`src/rtl/bus_arbiter_pkg.sv`:
```
// Shared types and constants for the two-master bus arbiter.
package bus_arbiter_pkg;

    typedef enum logic [1:0] {
        IDLE = 2'd0,
        OWN0 = 2'd1,
        OWN1 = 2'd2
    } arb_state_t;

    localparam logic MASTER_CPU = 1'b0;
    localparam logic MASTER_DMA = 1'b1;

    localparam int DEFAULT_TIMEOUT_CYCLES = 16;

    function automatic arb_state_t own_state(input logic master);
        return (master == MASTER_DMA) ? OWN1 : OWN0;
    endfunction

endpackage

```
`src/rtl/bus_watchdog.sv`:
```
// Stall counter for the bus arbiter: counts un-acked transfer cycles and flags
// the cycle in which the owner has waited TIMEOUT_CYCLES cycles.
module bus_watchdog #(
    parameter int TIMEOUT_CYCLES = 16
) (
    input  logic clock,
    input  logic reset,
    input  logic clear,
    input  logic stall,
    output logic expired
);

    localparam logic [7:0] LAST_COUNT = 8'(TIMEOUT_CYCLES - 1);

    logic [7:0] count;

    always_ff @(posedge clock) begin
        if (reset || clear) begin
            count <= '0;
        end else if (stall) begin
            count <= count + 8'd1;
        end
    end

    // The abort fires during the last permitted stall cycle, not one cycle later.
    assign expired = stall && (count == LAST_COUNT);

endmodule

```
`src/rtl/bus_arbiter.sv`:
```
// Two-master (CPU/DMA) arbiter for a shared slave bus with locked ownership.
// Define BUS_ARBITER_TIMEOUT_EN to build the stall watchdog and bus_error aborts.
module bus_arbiter
    import bus_arbiter_pkg::*;
#(
    parameter int TIMEOUT_CYCLES = DEFAULT_TIMEOUT_CYCLES
) (
    input  logic        clock,
    input  logic        reset,
    input  logic        m0_req,
    input  logic        m1_req,
    input  logic [31:2] m0_address,
    input  logic [31:2] m1_address,
    input  logic [31:0] m0_data_out,
    input  logic [31:0] m1_data_out,
    input  logic [3:0]  m0_data_strobes,
    input  logic [3:0]  m1_data_strobes,
    input  logic        m0_read,
    input  logic        m0_write,
    input  logic        m1_read,
    input  logic        m1_write,
    output logic        m0_gnt,
    output logic        m1_gnt,
    output logic        m0_ack,
    output logic        m1_ack,
    output logic        m0_bus_error,
    output logic        m1_bus_error,
    output logic [31:2] address,
    output logic [31:0] data_out,
    output logic [3:0]  data_strobes,
    output logic        read,
    output logic        write,
    input  logic        slave_ack
);

    if (TIMEOUT_CYCLES < 2 || TIMEOUT_CYCLES > 255) begin : g_bad_timeout
        $error("bus_arbiter: TIMEOUT_CYCLES must lie in 2..255");
    end

    arb_state_t  state;
    arb_state_t  next_state;
    logic        last_grant;
    logic        next_last_grant;
    logic [1:0]  eligible;
    logic        abort;
    logic        own_read;
    logic        own_write;
    logic [31:2] own_address;
    logic [31:0] own_data;
    logic [3:0]  own_strobes;
    logic        xfer;
    logic        xfer_done;

    always_comb begin
        own_read    = 1'b0;
        own_write   = 1'b0;
        own_address = '0;
        own_data    = '0;
        own_strobes = '0;
        case (state)
            OWN0: begin
                own_read    = m0_read;
                own_write   = m0_write;
                own_address = m0_address;
                own_data    = m0_data_out;
                own_strobes = m0_data_strobes;
            end
            OWN1: begin
                own_read    = m1_read;
                own_write   = m1_write;
                own_address = m1_address;
                own_data    = m1_data_out;
                own_strobes = m1_data_strobes;
            end
            default: ;
        endcase
    end

    // A simultaneous read+write request is never forwarded to the slave.
    assign read         = own_read && !own_write;
    assign write        = own_write && !own_read;
    assign address      = own_address;
    assign data_out     = own_data;
    assign data_strobes = own_strobes;

    assign xfer      = read || write;
    assign xfer_done = xfer && slave_ack;

    assign m0_gnt       = (state == OWN0);
    assign m1_gnt       = (state == OWN1);
    assign m0_ack       = xfer_done && (state == OWN0);
    assign m1_ack       = xfer_done && (state == OWN1);
    assign m0_bus_error = abort && (state == OWN0);
    assign m1_bus_error = abort && (state == OWN1);

`ifdef BUS_ARBITER_TIMEOUT_EN
    logic       expired;
    logic [1:0] blocked;

    bus_watchdog #(
        .TIMEOUT_CYCLES(TIMEOUT_CYCLES)
    ) u_watchdog (
        .clock  (clock),
        .reset  (reset),
        .clear  ((state == IDLE) || xfer_done),
        .stall  (xfer && !slave_ack),
        .expired(expired)
    );

    assign abort = expired || (own_read && own_write);

    // An aborted master stays locked out until it has dropped its request once.
    always_ff @(posedge clock) begin
        if (reset) begin
            blocked <= 2'b00;
        end else begin
            if (abort && state == OWN0) begin
                blocked[0] <= 1'b1;
            end else if (!m0_req) begin
                blocked[0] <= 1'b0;
            end
            if (abort && state == OWN1) begin
                blocked[1] <= 1'b1;
            end else if (!m1_req) begin
                blocked[1] <= 1'b0;
            end
        end
    end

    assign eligible = {m1_req && !blocked[1], m0_req && !blocked[0]};
`else
    assign abort    = 1'b0;
    assign eligible = {m1_req, m0_req};
`endif

    always_ff @(posedge clock) begin
        if (reset) begin
            state      <= IDLE;
            last_grant <= MASTER_DMA;
        end else begin
            state      <= next_state;
            last_grant <= next_last_grant;
        end
    end

    always_comb begin
        next_state      = state;
        next_last_grant = last_grant;
        case (state)
            IDLE: begin
                if (eligible == 2'b11) begin
                    next_last_grant = (last_grant == MASTER_CPU) ? MASTER_DMA : MASTER_CPU;
                    next_state      = own_state(next_last_grant);
                end else if (eligible[0]) begin
                    next_last_grant = MASTER_CPU;
                    next_state      = OWN0;
                end else if (eligible[1]) begin
                    next_last_grant = MASTER_DMA;
                    next_state      = OWN1;
                end
            end
            OWN0: begin
                if (abort || !m0_req) begin
                    next_state = IDLE;
                end
            end
            OWN1: begin
                if (abort || !m1_req) begin
                    next_state = IDLE;
                end
            end
            default: next_state = IDLE;
        endcase
    end

endmodule

```
`config.mk`:
```
export PLATFORM = sky130hd
export DESIGN_NAME = bus_arbiter
export DESIGN_NICKNAME = d
export VERILOG_FILES = /design/src/rtl/bus_arbiter_pkg.sv /design/src/rtl/bus_watchdog.sv /design/src/rtl/bus_arbiter.sv
export SDC_FILE = /design/constraint.sdc
export NUM_CORES = 1
export LEC_CHECK = 0
export ABC_AREA = 1
export BUFFER_PORTS_ARGS = -buffer_cell sky130_fd_sc_hd__buf_2
export CAP_MARGIN = 20
export CORE_MARGIN = 8
export CORE_UTILIZATION = 26
export DETAILED_ROUTE_END_ITERATION = 10
export PLACE_DENSITY_LB_ADDON = 0.05
export SLEW_MARGIN = 10
export SYNTH_ARGS = -nofsm -noshare
export SYNTH_HDL_FRONTEND = slang
export SYNTH_SLANG_ARGS = --single-unit
```
`constraint.sdc`:
```
create_clock -name clock -period 1.6 [get_ports clock]
set_input_delay 0.08 -clock clock [delete_from_list [all_inputs] [get_ports clock]]
set_output_delay 0.08 -clock clock [all_outputs]
set_load 0.01 [all_outputs]
```
After elaboration in Yosys (flattened, before gate mapping)

Index checks and enable logic that the tools add are counted.

Register bits after elaboration: 3
Output and inout port bits: 74

Eq/ne operators: 6
Mux-type cells: 16
Reductions and logical operators: 12

Operators with widths:

| operator                                             | number |
|---|---|
| one-hot mux 32 bit (2 select lines)                  | 1 |
| one-hot mux 30 bit (2 select lines)                  | 1 |
| 2-to-1 mux 2 bit                                     | 6 |
| one-hot mux 4 bit (2 select lines)                   | 1 |
| one-hot mux 2 bit (3 select lines)                   | 1 |
| logical AND 1 bit                                    | 5 |
| equality test 2 bit (second input constant)          | 2 |
| 2-to-1 mux 1 bit                                     | 4 |
| inequality test 2 bit (second input constant)        | 2 |
| inequality test 4 bit (second input constant)        | 1 |
| one-hot mux 1 bit (2 select lines)                   | 2 |
| AND reduction 3 bit                                  | 1 |
| nonzero test 3 bit                                   | 1 |
| equality test 2 x 1 -> 1 bit (second input constant) | 1 |
| zero test 1 bit                                      | 2 |
| zero test 2 bit                                      | 1 |
| AND reduction 2 bit                                  | 1 |
| logical OR 1 bit                                     | 1 |

Depth between registers and ports, before layout

Gate-level depths: netlist of run 1.

Depth in word-level cells: 7
Depth in mapped cells: 10

Worst setup path before layout of run 1

OpenSTA, ideal clock, no wires.

Path type: register to output
From: register state[1]
To: output port m0_ack
Data arrival time: 1.734 ns
Required time: 1.520 ns
Setup slack: -0.214 ns
Cell stages (with the launch flop): 11
Buffers on the path: 2
Path through: dfxtp_1 inv_1 ha_1 buf_4 buf_6 inv_2 o22ai_1 nand2_1 inv_1 ha_1 nor3_1

Word-level cells in the longest chain between the ends: 7
Elaborated cells between the ends (all ways): 11

Ends and longest elaborated chain:

| item                                 | line                                 | source |
|---|---|---|
| start: declaration                   | bus_arbiter.sv:40                    | `arb_state_t state;` |
| start signal: assignment             | bus_arbiter.sv:141                   | `state <= next_state;` |
| equality test 2 x 1 -> 1 bit (*)     | n/a                                  |  |
| net m0_gnt                           | bus_arbiter.sv:22                    | `output logic m0_gnt,` |
| one-hot mux 1 bit (2 select lines)   | bus_arbiter.sv:60                    | `case (state)` |
| zero test 1 bit (on tied branches)   | bus_arbiter.sv:80, bus_arbiter.sv:81 |  |
| logical AND 1 bit (on tied branches) | bus_arbiter.sv:80, bus_arbiter.sv:81 |  |
| logical OR 1 bit                     | bus_arbiter.sv:86                    | `assign xfer = read \|\| write;` |
| logical AND 1 bit                    | bus_arbiter.sv:87                    | `assign xfer_done = xfer && slave_ack;` |
| logical AND 1 bit (*)                | bus_arbiter.sv:91                    | `assign m0_ack = xfer_done && (state == OWN0);` |
| end: declaration                     | bus_arbiter.sv:24                    | `output logic m0_ack,` |

Mark *: on every way through the listed nets, which the timed path passes. The rest lies on a longest branch.

Worst setup path in the final report of run 1

From: register state[1]
To: output port m0_ack

Word-level cells in the longest chain between the ends: 7
Elaborated cells between the ends (all ways): 11

Ends and longest elaborated chain:

| item                                                                       | line |
|---|---|
| equality test 2 bit / equality test 2 x 1 -> 1 bit (equally long branches) | bus_arbiter.sv:60, bus_arbiter.sv:91 |
| one-hot mux 1 bit (2 select lines)                                         | bus_arbiter.sv:60 |
| zero test 1 bit (on tied branches)                                         | bus_arbiter.sv:80, bus_arbiter.sv:81 |
| logical AND 1 bit (on tied branches)                                       | bus_arbiter.sv:80, bus_arbiter.sv:81 |
| logical OR 1 bit                                                           | bus_arbiter.sv:86 |
| logical AND 1 bit                                                          | bus_arbiter.sv:87 |
| logical AND 1 bit (*)                                                      | bus_arbiter.sv:91 |

Mark *: on every way between the ends. The rest lies on a longest branch, timed or not.

==> impl_metrics.yaml, run 1 <==
run_status:
  status: "complete, but fails checks"
  violations: "setup timing"
detailed_routing:
  num_vias: 2568
  drc_errors: 0
  vias_per_cell: 4.59
  drtIter0Drc: 125
  dr.pass1.iters: 4
  wl_met3_um: 791
  wl_per_cell_um: 17.1
  dr_wl_met2_um: 5020
  drtAntennaViolNets: 0
  wl_um: 9580
  drt-met1-wl_um: 3610
  top_layer: "met4"
die:
  initial_core_util_pct: 27.1
  core_sq_mm: 0.00479
  die_y_um: 86.7
  die_area_sq_mm: 0.00751
  rows: 25
  ios: 215
  die_w_um: 86.7
setup_path:
  cp_top_family: "adder cells"
  worstPathRequired_ns: 1.52
  crit_path_top_delay_cell: "dfxtp_4"
  reg2reg_slack_ns: 0.07
  worst_setup_path_start_kind: "flip-flop"
  critPathMaxStageDelay_ns: 0.35
  arrival_ns: 1.65
  endpoint_kind: "output pin"
  path_max_fanout: 3
  crit_type: "flip-flop to output pin"
  crit_path_cell_trace: "inv_4 -> ha_4 -> inv_4 -> o22ai_2 -> nand2_1 -> inv_2 -> ha_4 -> nor3_4 -> buf_2"
  cp_num_buf_inv: 4
yosys:
  synth_top_family_by_area: "simple AND/OR/NAND/NOR gates"
  synth_seq_cells: 3
  synthMuxAreaShare_pct: 0
  syn_inst: 272
  yosysWarnings: 0
  ys_types: 16
  synth_ff_type: "dfxtp_1"
  ys_async_sr_fraction_pct: 0
  synthAdderAreaFrac_pct: 4.82
  synth_top_cell_area_share_pct: 41.3
  synth_commonest_cells: "nand2_1 (143), a21oi_1 (70), inv_1 (14)"
  yosysMostFrequentCell: "nand2_1"
  synth-simple-area-share_pct: 43.4
  yosys.area.top_type: "nand2_1"
  synth.avg_cell_area_sq_um: 4.77
  synth_area_sq_mm: 0.00130
  synthXorXnorAreaFrac_pct: 0
  synthTopCellsByArea: "nand2_1 (41%), a21oi_1 (27%), buf_6 (6.9%)"
  ys_seq_area_share_pct: 4.62
  synth_enable_flop_cells: 0
  synth_compound_area_share_pct: 28.3
grt:
  antenna_found_initial: 0
  grt_overflow_total: 0
  grt_pass1_vias: 2294
  grt_pass1_wl_um: 12000
  grt_usage_pct: 19.4
  grt_max_degree: 35
cts:
  cts-root-buf: "clkbuf_8"
  clock_latency_ns: 0.22
  cts_made_buffers: 3
  cts_sinks: 3
  clockBufferDepth: 2
  cts.htree.levels: 1
  cts_tree: "built"
  cts.clk_slew.worst_paths_ns: 0.04
power:
  pwr-share-clk_pct: 13.5
  swShare_pct: 46.5
  p_leak_nw: 1.58
  p_per_area_mw_per_mm2: 546
  p_seq_share_pct: 5.8
  comb_power_share_pct: 80.7
  totalPowerFinal_mw: 1.69
  vdd_ir_drop_max_uv: 446
  switchingPower_mw: 0.786
  internal_power_mw: 0.903
finish:
  drive_gt1_share_pct: 61.2
  areaGrowthSynthToFinish_pct: 138
  fin_util_pct: 64.7
  layout.cells.non_filler: 559
  design_area_sq_mm: 0.00310
  nets: 639
  n_antenna_cell: 0
placed_design:
  dp_cells: 531
  hpwl_um: 6210
  port_buffers: 212
  postPlaceCellArea_sq_mm: 0.00241
  gp_congestion: 0.799
  place_ws_ns: 0.0501
timing:
  finalHoldWorstSlack_ns: 0.0464
  finalSetupViolCount: 66
  period_share_pct: 108
  rsz0062_at_grt: "true"
  setup_slack_ns: -0.128
  hold_viol: 0
  fin_tns_setup_ns: -2.73
  skew_ns: 0.00608
  final_max_slew_viol_count: 0
  fmax_mhz: 579
  min_period_ns: 1.73
hold_path:
  min_path_type: "input pin to flip-flop"
flow_run:
  drv_cap: 0
-- area by class of cell --
type | instances | area, sq um
tap | 67 | 83.8
fill | 477 | 1690
multi-input combinational | 229 | 1240
sequential | 3 | 67.6
timing repair buffer | 240 | 1590
clock buffer | 4 | 45.0
inverter | 16 | 70.1
-- per-layer routing --
metal | track usage, % | vias up
met5 | 0 | -
met3 | 5.10 | 16
li1 | - | 1300
met1 | 20.4 | 1122
met2 | 36.9 | 130
met4 | 4.69 | 0
-- timing repair --
item,in CTS,in global routing
pin swaps,9,25
setup buffers,8,2
cloned,2,13
resized for setup,17,49
hold buffers,0,0
setup endpoints to repair,64,69
hold endpoints to repair,0,0
-- power by group through the flow --
| stage | Combinational (mW) | Sequential (mW) | Clock (mW) |
|---|---|---|---|
| floorplan | 0.575 | 0.0953 | 0 |
| global placement | 0.920 | 0.0961 | 0 |
| detailed placement | 0.926 | 0.0966 | 0 |
| CTS | 1.05 | 0.0983 | 0.227 |
| global route | 1.46 | 0.0989 | 0.231 |
| finish | 1.36 | 0.0978 | 0.228 |
-- layout by cell type, fill, tap and decap left out, drive strengths merged --
| cell type | instances |
|---|---|
| a21oi | 70 |
| buf | 231 |
| clkbuf | 13 |
| conb | 2 |
| dfxtp | 3 |
| ha | 5 |
| inv | 16 |
| nand2 | 143 |
| nand3 | 2 |
| nor2 | 2 |
| nor3 | 2 |
| o21ai | 1 |
| o22ai | 2 |
-- cell families (layout without fill, tap and decap cells) --
kind of cell,Yosys count,in the layout
other,1,2
AND/OR/NAND/NOR,149,149
AO/OA/AOI/OAI,73,73
buffers and inverters,41,260
flip-flops,3,3
adder cells (fa/ha/maj),5,5
-- sequential cells by signal (all words and copies together) (netlist names) --
name and count:
state 2, last_grant 1
-- worst paths after layout --
path                         startpoint                     to  cells past startpoint
hold / removal                    reset  state[1]$_SDFFE_PP0P_                      2
hold reg to reg   state[0]$_SDFFE_PP0P_  state[0]$_SDFFE_PP0P_                      2
setup / recovery  state[1]$_SDFFE_PP0P_                 m0_ack                      9
setup reg to reg  state[1]$_SDFFE_PP0P_  state[0]$_SDFFE_PP0P_                     11
(Power assumes the default switching activity.)
==> inputs of run 2 (changes only) <==
--- a/config.mk
+++ b/config.mk
@@ -5,7 +5,6 @@
 export SDC_FILE = /design/constraint.sdc
 export NUM_CORES = 1
 export LEC_CHECK = 0
-export ABC_AREA = 1
 export BUFFER_PORTS_ARGS = -buffer_cell sky130_fd_sc_hd__buf_2
 export CAP_MARGIN = 20
 export CORE_MARGIN = 8
==> impl_metrics.yaml, run 2 <==
placed_design:
  hpwl_um: 5860
  gp_congestion: 0.747
  place_ws_ns: -0.0173
  port_buffers: 212
detailed_routing:
  wl_met3_um: 987
  drtIter0Drc: 62
  num_vias: 2219
  drt-met1-wl_um: 2660
  top_layer: "met4"
  wl_um: 7770
  wl_per_cell_um: 16.9
  drtAntennaViolNets: 0
  vias_per_cell: 4.81
  dr.pass1.iters: 4
  drc_errors: 0
  dr_wl_met2_um: 4040
cts:
  holdBufCountCts: 0
  clockBufferDepth: 2
  clock_latency_ns: 0.22
  cts-root-buf: "clkbuf_8"
  cts_tree: "built"
  cts.clk_slew.worst_paths_ns: 0.03
  cts_sinks: 3
  cts.htree.levels: 1
  cts_made_buffers: 3
yosys:
  yosysMostFrequentCell: "a22oi_1"
  yosys.area.top_type: "a22oi_1"
  ys_seq_area_share_pct: 4.60
  synth_commonest_cells: "a22oi_1 (67), nor2b_1 (66), buf_2 (14)"
  synthTopCellsByArea: "a22oi_1 (39%), nor2b_1 (32%), buf_2 (5.4%)"
  synth.avg_cell_area_sq_um: 6.94
  syn_inst: 188
  ys_async_sr_fraction_pct: 0
  yosysWarnings: 0
  synth_enable_flop_cells: 0
  synth_top_cell_area_share_pct: 38.5
  synth_area_sq_mm: 0.00131
  synth_seq_cells: 3
  ys_types: 20
  synth_ff_type: "dfxtp_1"
setup_path:
  worst_setup_path_start_kind: "flip-flop"
  crit_type: "flip-flop to output pin"
  r2r-start: "state[1]$_SDFFE_PP0P_"
  arrival_ns: 1.70
  path_max_fanout: 3
  r2r_cells: 7
  r2r_end: "state[1]$_SDFFE_PP0P_"
  cp-startpoint: "state[1]$_SDFFE_PP0P_"
  worstPathRequired_ns: 1.52
  reg2reg_slack_ns: -0.06
  endpoint_kind: "output pin"
power:
  p_leak_nw: 1.39
  totalPowerFinal_mw: 1.45
  vdd_ir_drop_max_uv: 272
  p_per_area_mw_per_mm2: 514
die:
  die_w_um: 86.8
  die_y_um: 86.8
  die_area_sq_mm: 0.00754
  core_sq_mm: 0.00479
  initial_core_util_pct: 27.3
  rows: 25
  ios: 215
timing:
  fmax_mhz: 562
  min_period_ns: 1.78
  skew_ns: 0.00105
  finalSetupViolCount: 69
  final_max_slew_viol_count: 0
  period_share_pct: 111
  hold_viol: 0
  rsz0062_at_grt: "true"
  setup_slack_ns: -0.181
grt:
  grt_overflow_total: 0
  antenna_found_initial: 0
  grt_max_degree: 54
  grt_pass1_vias: 2288
  grt_pass1_wl_um: 11300
  grt_usage_pct: 18.8
finish:
  final_common_cell: "buf_2"
  multi_input_area_sq_mm: 0.00129
  n_antenna_cell: 0
  n_fill_cell: 481
  reg_top3: "state: 2 flops, last_grant: 1 flops"
  areaGrowthSynthToFinish_pct: 116
  drive_gt1_share_pct: 67.3
  largest_register_ffs: 2
  nets: 541
  final_cell_mix: "buf_2 (209), nor2b_1 (66), a22oi_1 (45)"
  seq_area_sq_um: 67.6
  regMostFlops: "state"
hold_path:
  min_path_cells: 2
  min_from: "reset"
  min_path_type: "input pin to flip-flop"
  hold_end: "last_grant$_SDFFE_PP1P_"
run_status:
  violations: "setup timing"
  status: "complete, but fails checks"
flow_run:
  drv_cap: 0
run 2: how the worst max path moves through the flow:
| stage | end | slack (ns) | cells after the start |
|---|---|---|---|
| after floorplan | m0_ack | -0.12 | 8 |
| after global placement | m0_ack | 0.004 | 7 |
| after detailed placement | m1_ack | -0.02 | 7 |
| after CTS | m1_ack | -0.19 | 7 |
| after global routing | m0_ack | -0.24 | 7 |
| final | m1_ack | -0.18 | 7 |
run 2: cell families after synthesis:
kind of cell,Yosys count,synth area share (%)
adders and majority gates,5,4.79
and+or+nand+nor,73,36.0
buffers and inverters,30,10.5
DFF,3,4.60
AOI/OAI and AO/OA,76,43.8
other,1,0.287
run 2: cell type report:
type / instances / area share, %
Multi-Input combinational cell: 156 / 45.7
Tap cell: 67 / 2.97
Sequential cell: 3 / 2.40
Clock buffer: 4 / 1.60
Inverter: 5 / 0.843
Timing Repair Buffer: 226 / 46.5
run 2: layer usage:
| metal | up-vias | global-route usage, % |
|---|---|---|
| li1 | 1109 | - |
| met1 | 972 | 16.6 |
| met2 | 129 | 35.9 |
| met3 | 9 | 10.0 |
| met4 | 0 | 5.01 |
| met5 | - | 0 |
run 2: critical path: stages (launching register included):
cell and delay (ns):
dfxtp_4 0.37, inv_4 0.05, ha_4 0.15, a22o_1 0.20
and2_4 0.14, ha_4 0.25, and3b_2 0.20, buf_6 0.12
run 2: metrics by stage:
step	cell area, sq um	hold slack [ns]	cells	TNS, ns	util, %
finish	2820	0.125	461	-2.37	58.9
detailed placement	2460	0.351	452	-0.0315	51.4
global placement	2460	0.357	452	0	51.4
global route	2820	0.124	461	-8.45	58.9
floorplan	1380	0.191	189	-0.242	-
CTS	2710	0.121	461	-4.35	56.5
run 2: timing repair:
item                                    4_1_cts  5_1_grt
buffers inserted                              2        1
pin swaps                                     3        0
endpoints found under the setup margin       62       71
cloned                                        3        0
gates resized for setup                      19       26
run 2: power by group:
group	switching, mW	leakage (nW)	internal, mW	total (mW)
Combinational	0.516	1.34	0.609	1.12
Sequential	0.0110	0.0262	0.0859	0.0970
Clock	0.0573	0.0228	0.170	0.228
Total	0.585	1.39	0.865	1.45
==> inputs of run 3 (changes only) <==
--- a/config.mk
+++ b/config.mk
@@ -7,9 +7,9 @@
 export LEC_CHECK = 0
 export BUFFER_PORTS_ARGS = -buffer_cell sky130_fd_sc_hd__buf_2
 export CAP_MARGIN = 20
-export CORE_MARGIN = 8
-export CORE_UTILIZATION = 26
+export CORE_AREA = 8 8 76 78
 export DETAILED_ROUTE_END_ITERATION = 10
+export DIE_AREA = 0 0 84 86
 export PLACE_DENSITY_LB_ADDON = 0.05
 export SLEW_MARGIN = 10
 export SYNTH_ARGS = -nofsm -noshare
==> constraint.sdc (replaced) <==
create_clock -name clock -period 2.3 [get_ports clock]
set_input_delay 0.115 -clock clock [delete_from_list [all_inputs] [get_ports clock]]
set_output_delay 0.115 -clock clock [all_outputs]
set_load 0.01 [all_outputs]
==> impl_metrics.yaml, run 3 (same netlist as run 2, synthesis figures left out) <==
hold_path:
  min_path_cells: 2
  min_path_type: "input pin to flip-flop"
timing:
  period_share_pct: 89.0
  finalSetupViolCount: 0
  min_period_ns: 2.05
  rsz0062_at_grt: "false"
  fin_tns_setup_ns: 0
  hold_viol: 0
  final_max_slew_viol_count: 0
  skew_ns: 0.00266
  setup_slack_ns: 0.252
  fmax_mhz: 488
cts:
  cts_sinks: 3
  cts_tree: "built"
  cts.htree.levels: 1
  holdBufCountCts: 0
  clock_latency_ns: 0.22
  cts-root-buf: "clkbuf_8"
  clockBufferDepth: 2
  cts-resized-gates: 0
  post-cts-setup-buffers: 0
  cts.clk_slew.worst_paths_ns: 0.03
  cts_made_buffers: 3
die:
  core_sq_mm: 0.00460
  ios: 215
  die_area_sq_mm: 0.00722
  rows: 25
  die_y_um: 86
  initial_core_util_pct: 28.4
  die_w_um: 84
run_status:
  status: "finished, final reports clean"
placed_design:
  place_ws_ns: 0.477
  gp_congestion: 0.679
  port_buffers: 212
  hpwl_um: 5700
setup_path:
  endpoint_kind: "output pin"
  worst_setup_path_start_kind: "flip-flop"
  r2r_cells: 6
  worstPathRequired_ns: 2.18
  crit_type: "flip-flop to output pin"
  arrival_ns: 1.93
  path_max_fanout: 14
detailed_routing:
  drc_errors: 0
  wl_um: 6950
  drtIter0Drc: 80
  dr.pass1.iters: 4
  num_vias: 2086
  wl_per_cell_um: 15.8
  drtAntennaViolNets: 0
  vias_per_cell: 4.75
finish:
  reg_top3: "state: 2 flops, last_grant: 1 flops"
  n_fill_cell: 488
  final_common_cell: "buf_2"
  regMostFlops: "state"
  largest_register_ffs: 2
  nets: 532
  areaGrowthSynthToFinish_pct: 84.4
  n_antenna_cell: 0
  drive_gt1_share_pct: 58.2
  final_cell_mix: "buf_2 (212), a22oi_1 (67), nor2b_1 (66)"
grt:
  grt_usage_pct: 17.1
  grt_pass1_vias: 2110
  grt_overflow_total: 0
  grt_pass1_wl_um: 10400
  antenna_found_initial: 0
  grt_max_degree: 67
power:
  p_leak_nw: 1.28
  vdd_ir_drop_max_uv: 293
  p_per_area_mw_per_mm2: 348
flow_run:
  drv_cap: 0
==> run 3: cell types whose count changed in the layout (fill, tap and decap cells not counted), moves of 3 or more <==
cell     before  now
a22oi_1      45   67
a22oi_2      22    0
buf_12        3    0
buf_16        3    0
buf_2       209  212
buf_6         4    0
ha_1          0    3
ha_4          5    0
==> run 3: power breakdown <==
| group | switching (mW) | internal [mW] |
|---|---|---|
| Combinational | 0.305 | 0.311 |
| Sequential | 0.00405 | 0.0590 |
| Clock | 0.0392 | 0.119 |
| Total | 0.348 | 0.489 |
==> run 3: worst paths after layout <==
check                        start                 endpoint  slack, ns
max          state[1]$_SDFFE_PP0P_                   m0_ack       0.25
min                          reset  last_grant$_SDFFE_PP1P_       0.18
max reg2reg  state[0]$_SDFFE_PP0P_    state[1]$_SDFFE_PP0P_       0.77
min reg2reg  state[0]$_SDFFE_PP0P_    state[0]$_SDFFE_PP0P_       0.51
==> run 3: layout make-up <==
cell class                 count  area, sq um  area share, %
inverter                       5         18.8          0.780
timing repair buffer         217         1100           45.7
sequential                     3         60.1           2.50
tap                           54         67.6           2.81
clock buffer                   4         45.0           1.87
multi-input combinational    156         1120           46.4
==> run 3: worst max-delay path, stage by stage (launching register included) <==
cell     delay, ns
dfxtp_1       0.34
inv_1         0.07
ha_2          0.26
a22o_1        0.22
and2_1        0.17
ha_1          0.31
and3b_1       0.21
buf_2         0.13
==> run 3: metal layers <==
metal / wire (um) / vias to the layer above / global-route usage [%]
met3: 598 / 4 / 5.69
met1: 2620 / 900 / 17.1
li1: - / 1082 / -
met2: 3700 / 100 / 33.0
met5: 0 / - / 0
met4: 35 / 0 / 3.77
==> run 3: stage by stage <==
step	instances	power (mW)	utilization, %	hold WS (ns)	cell area (sq um)
5_1_grt	439	0.913	52.3	0.195	2410
3_3_place_gp	435	0.681	51.3	0.387	2360
6_report	439	0.837	52.3	0.185	2410
4_1_cts	439	0.852	52.3	0.177	2410
3_5_place_dp	435	0.686	51.3	0.406	2360
2_1_floorplan	189	0.455	-	0.226	1310
